<file path="src/rtl/des_key_sched_ctrl.sv">
// Sequences the DES subkey generator: loads a new key/mode, waits for trustworthy
// subkeys, then hands out one-cycle block-start grants to the round core.
module des_key_sched_ctrl #(
  parameter int EN_CYCLES    = 2,
  parameter int TIMEOUT      = 32,
  parameter int PARITY_CHECK = 1
) (
  input  logic        clk,
  input  logic        rst,
  input  logic        key_req_valid,
  output logic        key_req_ready,
  input  logic [63:0] key_req_key,
  input  logic        key_req_encrypt,
  output logic        gen_key_en,
  output logic [63:0] gen_key,
  output logic        gen_encrypt,
  input  logic        gen_subkeys_valid,
  input  logic        gen_parity_error,
  input  logic        blk_req,
  output logic        blk_grant,
  input  logic        core_busy,
  output logic        key_ready,
  output logic [1:0]  key_err
);

  typedef enum logic [2:0] {
    ST_IDLE, ST_DRAIN, ST_LOAD, ST_WAIT, ST_READY, ST_ERROR
  } state_t;

  localparam logic [3:0] EN_LAST     = 4'(EN_CYCLES);
  localparam logic [7:0] TO_LAST     = 8'(TIMEOUT - 1);
  localparam logic [1:0] ERR_NONE    = 2'b00;
  localparam logic [1:0] ERR_PARITY  = 2'b01;
  localparam logic [1:0] ERR_TIMEOUT = 2'b10;

  state_t      state, state_nxt;
  logic [3:0]  en_cnt, en_cnt_nxt;
  logic [7:0]  to_cnt, to_cnt_nxt;
  logic        seen_low, seen_low_nxt;
  logic        key_en_nxt, grant_nxt, key_ready_nxt;
  logic [1:0]  key_err_nxt;
  logic        load_from_req, load_from_pend;
  logic        accept;
  logic [63:0] pend_key;
  logic        pend_enc;

  assign key_req_ready = (state == ST_IDLE) || (state == ST_READY) || (state == ST_ERROR);
  assign accept        = key_req_valid && key_req_ready;

  always_comb begin
    state_nxt      = state;
    en_cnt_nxt     = en_cnt;
    to_cnt_nxt     = to_cnt;
    seen_low_nxt   = seen_low;
    key_en_nxt     = 1'b0;
    grant_nxt      = 1'b0;
    key_ready_nxt  = key_ready;
    key_err_nxt    = key_err;
    load_from_req  = 1'b0;
    load_from_pend = 1'b0;
    case (state)
      ST_IDLE, ST_ERROR: begin
        if (accept) begin
          key_err_nxt   = ERR_NONE;
          key_ready_nxt = 1'b0;
          if (!core_busy) begin
            state_nxt     = ST_LOAD;
            load_from_req = 1'b1;
          end else begin
            state_nxt = ST_DRAIN;
          end
        end
      end
      ST_DRAIN: begin
        if (!core_busy) begin
          state_nxt      = ST_LOAD;
          load_from_pend = 1'b1;
        end
      end
      ST_LOAD: begin
        seen_low_nxt = seen_low || !gen_subkeys_valid;
        if (en_cnt == EN_LAST) begin
          state_nxt  = ST_WAIT;
          to_cnt_nxt = 8'd0;
        end else begin
          en_cnt_nxt = en_cnt + 4'd1;
          key_en_nxt = 1'b1;
        end
      end
      ST_WAIT: begin
        seen_low_nxt = seen_low || !gen_subkeys_valid;
        // Valid only counts once it has been seen low since this load began.
        if (seen_low && gen_subkeys_valid) begin
          if ((PARITY_CHECK != 0) && gen_parity_error) begin
            state_nxt   = ST_ERROR;
            key_err_nxt = ERR_PARITY;
          end else begin
            state_nxt     = ST_READY;
            key_ready_nxt = 1'b1;
          end
        end else if (to_cnt == TO_LAST) begin
          state_nxt   = ST_ERROR;
          key_err_nxt = ERR_TIMEOUT;
        end else begin
          to_cnt_nxt = to_cnt + 8'd1;
        end
      end
      ST_READY: begin
        if (accept) begin
          state_nxt     = ST_DRAIN;
          key_err_nxt   = ERR_NONE;
          key_ready_nxt = 1'b0;
        end else if (!gen_subkeys_valid) begin
          state_nxt     = ST_WAIT;
          key_ready_nxt = 1'b0;
          seen_low_nxt  = 1'b1;
          to_cnt_nxt    = 8'd0;
        end else begin
          grant_nxt = blk_req && !core_busy && !blk_grant;
        end
      end
      default: state_nxt = ST_IDLE;
    endcase
    if (load_from_req || load_from_pend) begin
      en_cnt_nxt   = 4'd1;
      key_en_nxt   = 1'b1;
      seen_low_nxt = 1'b0;
    end
  end

  always_ff @(posedge clk or posedge rst) begin
    if (rst) begin
      state      <= ST_IDLE;
      en_cnt     <= 4'd0;
      to_cnt     <= 8'd0;
      seen_low   <= 1'b0;
      gen_key_en <= 1'b0;
      blk_grant  <= 1'b0;
      key_ready  <= 1'b0;
      key_err    <= ERR_NONE;
    end else begin
      state      <= state_nxt;
      en_cnt     <= en_cnt_nxt;
      to_cnt     <= to_cnt_nxt;
      seen_low   <= seen_low_nxt;
      gen_key_en <= key_en_nxt;
      blk_grant  <= grant_nxt;
      key_ready  <= key_ready_nxt;
      key_err    <= key_err_nxt;
    end
  end

  // gen_key only moves on a LOAD entry edge, which is never taken while core_busy=1.
  always_ff @(posedge clk or posedge rst) begin
    if (rst) begin
      gen_key     <= 64'd0;
      gen_encrypt <= 1'b1;
    end else if (load_from_req) begin
      gen_key     <= key_req_key;
      gen_encrypt <= key_req_encrypt;
    end else if (load_from_pend) begin
      gen_key     <= pend_key;
      gen_encrypt <= pend_enc;
    end
  end

  always_ff @(posedge clk) begin
    if (accept) begin
      pend_key <= key_req_key;
      pend_enc <= key_req_encrypt;
    end
  end

endmodule

</file>
<file path="config.mk">
export PLATFORM = sky130hd
export DESIGN_NAME = des_key_sched_ctrl
export DESIGN_NICKNAME = d
export VERILOG_FILES = /design/src/rtl/des_key_sched_ctrl.sv
export SDC_FILE = /design/constraint.sdc
export NUM_CORES = 1
export LEC_CHECK = 0
export BUFFER_PORTS_ARGS = -buffer_cell sky130_fd_sc_hd__buf_2
export CAP_MARGIN = 20
export CORE_MARGIN = 5
export CORE_UTILIZATION = 50
export DETAILED_ROUTE_END_ITERATION = 10
export PLACE_DENSITY = 0.75
export SYNTH_ARGS = -nofsm -noshare
export SYNTH_HDL_FRONTEND = slang
export SYNTH_SLANG_ARGS = --single-unit
export TNS_END_PERCENT = 30
</file>
<file path="constraint.sdc">
create_clock -name clk -period 3.9 [get_ports clk]
set_clock_uncertainty 0.05 [all_clocks]
set_input_delay 0.39 -clock clk [delete_from_list [all_inputs] [get_ports clk]]
set_output_delay 0.39 -clock clk [all_outputs]
set_load 0.02 [all_outputs]
</file>
# ---- After elaboration in Yosys (flattened, before gate mapping)
# Index checks and enable logic that the tools add are counted.
dict set report word_totals {
  regBits 151
  inputBits 72
  output_inout_bits 71
  wordCells 112
}
dict set report classes {
  addsub 2
  n_eq_ne 23
  n_mux 48
  n_reduce_logical 27
}
# operator n
set ops {}
lappend ops {{$mux W64} 2}
lappend ops {{$mux W8} 5}
lappend ops {{$pmux W8 S3} 1}
lappend ops {{$mux W1} 21}
lappend ops {{$mux W3} 7}
lappend ops {{$ne A2 B2 Y1 const B} 9}
lappend ops {{$pmux W3 S5} 1}
lappend ops {{$mux W4} 3}
lappend ops {{$mux W2} 5}
lappend ops {{$reduce_and A5 Y1} 2}
lappend ops {{$ne A3 B3 Y1 const B} 3}
lappend ops {{$reduce_bool A3 Y1} 3}
lappend ops {{$add A8 B1 Y8 const B} 1}
lappend ops {{$eq A8 B5 Y1 const B} 1}
lappend ops {{$eq A3 B2 Y1 const B} 2}
lappend ops {{$eq A3 B3 Y1 const B} 2}
lappend ops {{$ne A3 B2 Y1 const B} 2}
lappend ops {{$reduce_and A6 Y1} 1}
lappend ops {{$reduce_bool A2 Y1} 3}
lappend ops {{$add A4 B1 Y4 const B} 1}
lappend ops {{$eq A4 B2 Y1 const B} 1}
lappend ops {{$logic_and A1 B1 Y1} 4}
lappend ops {{$logic_or A1 B1 Y1} 4}
lappend ops {{$ne A2 B1 Y1 const B} 2}
lappend ops {{other kinds (11)} 14}

# ---- Longest topological paths before layout
# Gate-level depths: netlist (run 1).
dict set report logic_depth {
  ltp_word 9
  ltp_mapped 9
  mapped_depth_nobuf 7
}

# ---- Worst setup path after synthesis (run 1)
# Ideal clock, no wire load.
dict set report synth_path {
  kind {register to register}
  startpoint {register state[2]}
  endpoint {register pend_enc, enable pin}
  setup_time_ns 0.431
  arrival_ns 2.619
  required_time_ns 3.419
  path_slack_ns 0.800
  stages_incl_launch_ff 4
  n_path_buf 0
  period_less_slack_ns 3.100
  path_cell_list {dfrtp_1 -> and2b_2 -> nor2_1 -> and2_1}
}
dict set report synth_via {
  elab_chain_cells 4
  elab_cells_between_ends 6
  cone_classes {2 x eq/ne; 4 x reduce/logical}
}
# item line_no
set synth_rtl {}
lappend synth_rtl {{start, declared} 36} ;# state_t state, state_nxt;
lappend synth_rtl {{start signal, assigned} 142} ;# state <= state_nxt;
lappend synth_rtl {{$eq A3 B3 Y1 or $logic_not A3 Y1 (tied branches)} 47} ;# assign key_req_ready = (state == ST_IDLE) || (state == ST_READY) || (state == ST_ERROR);
lappend synth_rtl {{$logic_or A1 B1 Y1} 47}
lappend synth_rtl {{$logic_or A1 B1 Y1 (*)} 47}
lappend synth_rtl {{via key_req_ready} 11} ;# output logic key_req_ready,
lappend synth_rtl {{$logic_and A1 B1 Y1 (*)} 48} ;# assign accept = key_req_valid && key_req_ready;
lappend synth_rtl {{end signal, assigned} 170} ;# pend_enc <= key_req_encrypt;
lappend synth_rtl {{end, declared} 45} ;# logic pend_enc;
# Mark *: on every way through the listed nets, which the timed path passes. The rest lies on a longest branch.
# A chain may end at the register's enable or synchronous reset.

# ---- Final worst setup path (run 1)
dict set report layout_path {
  startpoint {register state[2]}
  endpoint {register gen_key[38]}
}
dict set report layout_via {
  elab_chain_cells 7
  elab_cells_between_ends 13
  cone_classes {3 x eq/ne; 4 x mux; 6 x reduce/logical}
}
# item line_no
set layout_rtl {}
lappend layout_rtl {{$eq A3 B3 Y1 or $logic_not A3 Y1 (tied branches)} {47, 61}}
lappend layout_rtl {{$logic_or A1 B1 Y1 (2 in a row)} 47}
lappend layout_rtl {{$logic_and A1 B1 Y1} 48}
lappend layout_rtl {{$mux W1} 63} ;# if (accept) begin
lappend layout_rtl {{$mux W1} 61} ;# case (state)
lappend layout_rtl {{$mux W64 or $reduce_bool A2 Y1 (tied branches)} --}
lappend layout_rtl {{end signal, assigned} 159} ;# gen_key <= key_req_key;
lappend layout_rtl {{end signal, assigned} 162} ;# gen_key <= pend_key;
lappend layout_rtl {{end, declared} 15} ;# output logic [63:0] gen_key,
# Several ways; a longest one is shown, not always the timed one.

==> results by group, run 1 <==
Outcome
  • Status: completed

Timing
  • Final hold viol count: 0
  • Min Tclk post-route: 2560 ps
  • F_max: 391 MHz
  • Final setup violation count: 0
  • Normalized max-slew margin: 31.0%
  • Fin. max-slew vios: 0
  • RSZ-0062 raised after global routing: no
  • Worst Tran Pin Value: 1030 ps
  • Post-route setup TNS: 0 ps
  • Tcrit/Tclk final: 65.5%

Detailed routing
  • Residual DRC count: 0
  • Vias: 4329
  • Routed vias/inst: 5.57
  • Initial DRC count: 418
  • Final ANT Viol Nets: 0
  • Post-Route WL: 14300 um
  • First-pass detailed-route iteration total: 5
  • Wire per inst: 18.5 um

Power
  • Leak Pwr: 0.00342 uW
  • Peak VDD IR: 0.410 mV
  • Pwr/cell area: 818 nW/um^2

Clock network
  • Max clock buf depth: 2
  • # Post-CTS Setup Buffers: 0
  • TritonCTS Sinks: 151
  • Worst skew pair latency: 420 ps
  • CTS tree: done
  • CTS buffer count: 17
  • Clock transition at path regs: 60 ps
  • Number of H-tree levels: 4
  • Clock root cell: clkbuf_16

GRT
  • Number of global-route vias before repair: 4593
  • Initial antenna violation count: 0
  • Largest net degree at the start of global routing: 68
  • First-pass GRT wire length: 23400 um
  • All-Layer GR Usage: 20.8%
  • Grt total ovfl: 0

Critical path
  • Critical Path Fanout Max: 47
  • Reg2reg end: gen_key[38]$_DFFE_PP0P_
  • CP endpoint: gen_key[38]$_DFFE_PP0P_
  • Reg-to-reg critical path startpoint: state[2]$_DFFE_PP0P_
  • Crit path from: state[2]$_DFFE_PP0P_
  • WP data arrival: 2860 ps
  • Crit end category: flip-flop
  • Data required, critical path: 4200 ps
  • R2R Setup Slk: 1340 ps
  • Startpoint Class: flip-flop
  • Critical path type: flip-flop to flip-flop
  • Worst Reg-to-Reg Cells: 5

Synth
  • Post-Synthesis Cells: 475
  • Syn Nets: 550
  • Register area share after synthesis: 68.6%
  • Async S/R FF share, synth: 57.0%
  • Avg Cell Area, Syn: 12.6 um^2
  • Mapped Area: 5990 um^2
  • Netlist cell types: 57
  • Synth warn: 0
  • Number of flops mapped to enable cells by yosys: 65
  • Most used DFF post-synth: dfrtp_1
  • Register bit count reported by yosys: 151

Floorplan
  • Core area: 11900 um^2
  • Ports: 143
  • Die width: 119 um
  • Die ar.: 14300 um^2
  • # rows: 40
  • Chip Height: 119 um
  • Initial core utilization: 50.5%

Cells and area
  • Layout cells sized above 1: 32.4%
  • Fill cells: 937
  • Area grow syn2layout: 24.0%
  • N_diodes: 0
  • Final #Nets: 692
  • Design area: 7420 um^2
  • Footprint of the multi-input gates: 1750 um^2
  • Sequential cell area: 4110 um^2

Place
  • GPL Wtd Cong: 0.933
  • Post-place instance area: 6810 um^2
  • IO Port Bufs: 142
  • Dpl hpwl: 9190 um

Hold path
  • Hold Crit Class: primary input to flip-flop

Flow run
  • Max-cap viol count: 0
## flip-flops by register name (all words and copies together) (netlist names)
name         count
pend_key        64
key_err          2
gen_key_en       1
state            3
to_cnt           8
pend_enc         1
blk_grant        1
gen_key         64
gen_encrypt      1
key_ready        1
en_cnt           4
seen_low         1
## stage by stage
step | worst slack [ps] | utilization, % | std cells | total power (uW) | hold WS [ps]
floorplan | 800 | - | 475 | 3790 | 388
global placement | 1500 | 57.4 | 744 | 4350 | 338
detailed placement | 1380 | 57.4 | 744 | 4450 | 341
CTS | 1360 | 62.6 | 777 | 6120 | 88.1
global route | 1210 | 62.6 | 777 | 6410 | 88.2
finish | 1340 | 62.6 | 777 | 6070 | 106
## area by class of cell
| class | count | area share, % |
|---|---|---|
| flip-flops and latches | 151 | 55.3 |
| inverters | 2 | 0.118 |
| clock buffers | 25 | 6.81 |
| well taps | 147 | 2.48 |
| multi-input cells | 295 | 23.6 |
| clock inverters | 7 | 1.23 |
| repair buffers | 150 | 10.4 |
## placed cells by master (no fill, tap or decap), types with 3 or more instances in the layout
cell       count
a211oi_1       4
a21oi_1        5
a22oi_1       65
buf_2        142
buf_4          7
clkbuf_1       3
clkbuf_16     17
clkbuf_8       5
clkinv_2       4
dfrtp_1       85
edfxtp_1      65
ha_1           3
nand2_1      139
nand4_1        4
nor2_1        14
nor3_1         5
o21ai_0        3
xnor2_1        5
xor2_1         3
## cells in the mapped netlist (4+ instances only)
cell,instances,share of area [%]
xnor2_1,5,0.73
a211oi_1,4,0.50
dfrtp_1,85,36
nand4_1,4,0.42
edfxtp_1,65,33
a21oi_1,5,0.42
clkbuf_1,19,1.2
a22oi_1,65,8.2
nand2_1,139,8.7
nor2_1,15,0.94
nor3_1,6,0.50
## where the power goes
group	switching, uW	internal (uW)	total, uW
Combinational	1280	657	1930
Sequential	299	2190	2490
Clock	617	1030	1640
Total	2190	3870	6070
## logic make-up after synthesis
group	Yosys count	synth area share (%)
mux	1	0.188
compound gates	97	13.4
buf+inv	29	2.42
simple gates	186	13.6
flops	151	68.6
xor+xnor	8	1.17
fa+ha+maj	3	0.627
## metal layers
| metal | vias up | part of all wire (%) | GRT usage (%) |
|---|---|---|---|
| li1 | 2004 | - | - |
| met1 | 2147 | 41 | 26.0 |
| met2 | 158 | 51 | 34.5 |
| met3 | 20 | 5.8 | 5.13 |
| met4 | 0 | 1.9 | 8.80 |
| met5 | - | 0 | 0 |
## worst max-delay path: stages, from the launching register on
cell and delay, ps:
dfrtp_1 570, nand2b_1 220, and4_2 940, buf_4 420, a22oi_1 140, nand2_1 100
## repair_timing
action	CTS	global route
resized for setup	0	0
hold endpoints to repair	21	0
hold buffers	1	0
## worst min path at each step
| stage | slack (ps) | cells past startpoint | startpoint | end |
|---|---|---|---|---|
| after floorplan | 390 | 2 | pend_key[0]$_DFFE_PN_ | gen_key[0]$_DFFE_PP0P_ |
| after global placement | 340 | 2 | rst | gen_key[48]$_DFFE_PP0P_ |
| after detailed placement | 340 | 2 | rst | gen_key[48]$_DFFE_PP0P_ |
| after CTS | 90 | 1 | key_req_key[7] | pend_key[7]$_DFFE_PN_ |
| after global routing | 90 | 1 | key_req_key[12] | pend_key[12]$_DFFE_PN_ |
| final | 110 | 1 | key_req_key[12] | pend_key[12]$_DFFE_PN_ |
(Power assumes the default switching activity.)
==> run 2, diff against run 1 <==
--- a/config.mk
+++ b/config.mk
@@ -8,9 +8,9 @@
 export BUFFER_PORTS_ARGS = -buffer_cell sky130_fd_sc_hd__buf_2
 export CAP_MARGIN = 20
 export CORE_MARGIN = 5
-export CORE_UTILIZATION = 50
+export CORE_UTILIZATION = 48
 export DETAILED_ROUTE_END_ITERATION = 10
-export PLACE_DENSITY = 0.75
+export PLACE_DENSITY = 0.76
 export SYNTH_ARGS = -nofsm -noshare
 export SYNTH_HDL_FRONTEND = slang
 export SYNTH_SLANG_ARGS = --single-unit
==> constraint.sdc (replaced) <==
create_clock -name clk -period 2.2 [get_ports clk]
set_clock_uncertainty 0.05 [all_clocks]
set_input_delay 0.22 -clock clk [delete_from_list [all_inputs] [get_ports clk]]
set_output_delay 0.22 -clock clk [all_outputs]
set_load 0.02 [all_outputs]
==> results by group, run 2 (synthesis results as in run 1) <==
Cells and area
  • Layout cells sized above 1: 30.7% (-1.7 points)
  • Post-Layout Cell Count: 879 (+13%)
  • Commonest cells after routing, fill and taps aside: buf_2, nand2_1, dfrtp_1
  • Area grow syn2layout: 38.8%
  • Commonest non-fill, non-tap cell in the layout: buf_2
  • Largest regs: gen_key (64), pend_key (64), to_cnt (8)
  • Final #Nets: 772 (+12%)

Timing
  • Fin. max-slew vios: 0 (unchanged)
  • Post-route setup TNS: 0 ps (unchanged)
  • Final hold viol count: 0 (unchanged)
  • F_max: 469 MHz (+20%)
  • Tcrit/Tclk final: 96.9% (+31 points)
  • Final setup margin: 67.2 ps (-1280 ps)
  • Worst Tran Pin Value: 583 ps (-451 ps)
  • Min Tclk post-route: 2130 ps (-423 ps)
  • Final setup violation count: 0 (unchanged)
  • Normalized max-slew margin: 61.1% (+30 points)

Detailed routing
  • Vias: 4686 (+8.2%)
  • Final ANT Viol Nets: 0 (unchanged)
  • Initial DRC count: 436 (+4.3%)
  • Residual DRC count: 0 (unchanged)
  • First-pass detailed-route iteration total: 5 (unchanged)
  • Wire per inst: 17.9 um (-2.9%)
  • Routed vias/inst: 5.33 (-4.3%)
  • Post-Route WL: 15800 um (+9.8%)

Critical path
  • Crit path largest cell delay: 420 ps (-520 ps)
  • CP max-delay cell: nor3_1
  • CP cell instances: inv_1, ha_1, or3b_4, a22o_4, nor3_1, or4_4, o21ai_2
  • Crit end category: flip-flop
  • Startpoint Class: flip-flop
  • Critical Path Fanout Max: 5 (-89%)
  • Data required, critical path: 2460 ps (-1740 ps)
  • Critical path type: flip-flop to flip-flop
  • WP data arrival: 2390 ps (-470 ps)

Place
  • GPL Wtd Cong: 0.833 (-11%)
  • IO Port Bufs: 142 (unchanged)
  • Placement Setup Slack: -30.9 ps (-1410 ps)
  • DP Cell Count: 777 (+4.4%)
  • Dpl hpwl: 9560 um (+4.0%)

GRT
  • First-pass GRT wire length: 25700 um (+10%)
  • Initial antenna violation count: 0 (unchanged)
  • Number of global-route vias before repair: 5032 (+9.6%)
  • Largest net degree at the start of global routing: 53 (-22%)
  • Grt total ovfl: 0 (unchanged)
  • All-Layer GR Usage: 22.3% (+1.5 points)

Clock network
  • Number of H-tree levels: 4 (unchanged)
  • TritonCTS Sinks: 151 (unchanged)
  • CTS tree: done
  • Clock root cell: clkbuf_16
  • Worst skew pair latency: 430 ps (about the same)
  • Clock transition at path regs: 60 ps (about the same)
  • Max clock buf depth: 2 (unchanged)
  • CTS buffer count: 17 (unchanged)

Floorplan
  • Ports: 143 (unchanged)
  • Chip Height: 122 um (+1.9%)
  • Core area: 12100 um^2 (+2.1%)
  • Die ar.: 14800 um^2 (+3.8%)
  • Die width: 122 um (+1.9%)
  • # rows: 40 (unchanged)
  • Initial core utilization: 49.4% (-1.0 points)

Outcome
  • Status: completed

Hold path
  • Hold Crit Class: primary input to flip-flop

Power
  • Leak Pwr: 0.00379 uW (+11%)
  • Pwr/cell area: 1360 nW/um^2 (+66%)
  • Switching Power: 4070 uW (+86%)
  • Flop pwr share: 38.4% (-2.6 points)
  • Switching Share: 36.1% (-0.052 points)
  • Internal power: 7200 uW (+86%)
  • Peak VDD IR: 0.904 mV (+120%)
  • Clock Power Share: 27.3% (+0.2 points)
  • Logic gate share of total power: 34.4% (+2.5 points)

Flow run
  • Max-cap viol count: 0 (unchanged)
run 2: changes by cell type in the layout (fill, tap and decap cells not counted), moves of 2 or more:
cell	delta
buf_4	+9
clkinv_1	+3
buf_12	+4
clkinvlp_4	+2
dlygate4sd3_1	+67
clkinv_2	-3
clkbuf_8	-5
bufinv_16	+2
inv_6	+2
clkbuf_1	-3
run 2: path summary, 6_finish.rpt:
path,from,end,slack (ps),cells after the start
min in group asynchronous,rst,key_ready$_DFFE_PP0P_,460,4
worst max-delay path,en_cnt[0]$_DFFE_PP0P_,to_cnt[6]$_DFFE_PP0P_,70,7
max in group asynchronous,rst,gen_key[52]$_DFFE_PP0P_,1220,4
worst min register to register,pend_key[41]$_DFFE_PN_,gen_key[41]$_DFFE_PP0P_,410,2
worst max register to register,en_cnt[0]$_DFFE_PP0P_,to_cnt[6]$_DFFE_PP0P_,70,7
worst min-delay path,gen_parity_error,key_err[0]$_DFFE_PP0P_,90,3
run 2: what timing repair did:
item | CTS | global route
hold endpoints to repair | 198 | 0
buffers inserted | 0 | 1
setup endpoints to repair | 1 | 1
hold buffers | 68 | 0
pin swaps | 0 | 2
resized for setup | 1 | 2
run 2: metrics by stage:
stage | total power, uW | util [%] | hold slack, ps | area (um^2)
2_1_floorplan | 6720 | - | 240 | 5990
3_3_place_gp | 7900 | 57.6 | 362 | 6980
3_5_place_dp | 8080 | 57.6 | 364 | 6980
4_1_cts | 11300 | 68.4 | 75.9 | 8290
5_1_grt | 11900 | 68.6 | 82.2 | 8310
6_report | 11300 | 68.6 | 91.8 | 8310
run 2: area by class of cell:
type | instances | area (um^2)
diodes | 1 | 2.50
clock buffers | 17 | 425
fillers | 883 | 3800
inverters | 2 | 11.3
multi-input cells | 295 | 1760
repair buffers | 230 | 1590
well taps | 168 | 210
flip-flops and latches | 151 | 4110
clock inverters | 15 | 198
run 2: critical path: cells and delay by family, from the launching register on:
kind | cells | cell delay (ps)
simple gates | 3 | 1060
buf+inv | 1 | 60
compound gates | 2 | 350
fa+ha+maj | 1 | 130
flops | 1 | 370
run 2: metal layers:
metal  up-vias  track usage (%)  share of wire (%)
li1       2163                -                  -
met1      2314             25.4                 38
met2       178             39.8                 54
met3        31             6.87                5.9
met4         0             7.63                2.2
met5         -                0                  0
run 2: power by group through the flow:
stage	Combinational (uW)	Sequential (uW)	Clock (uW)
3_5_place_dp	3740	4340	0
6_report	3870	4330	3070
3_3_place_gp	3590	4310	0
2_1_floorplan	1680	5040	0
5_1_grt	4220	4420	3240
4_1_cts	3850	4310	3110
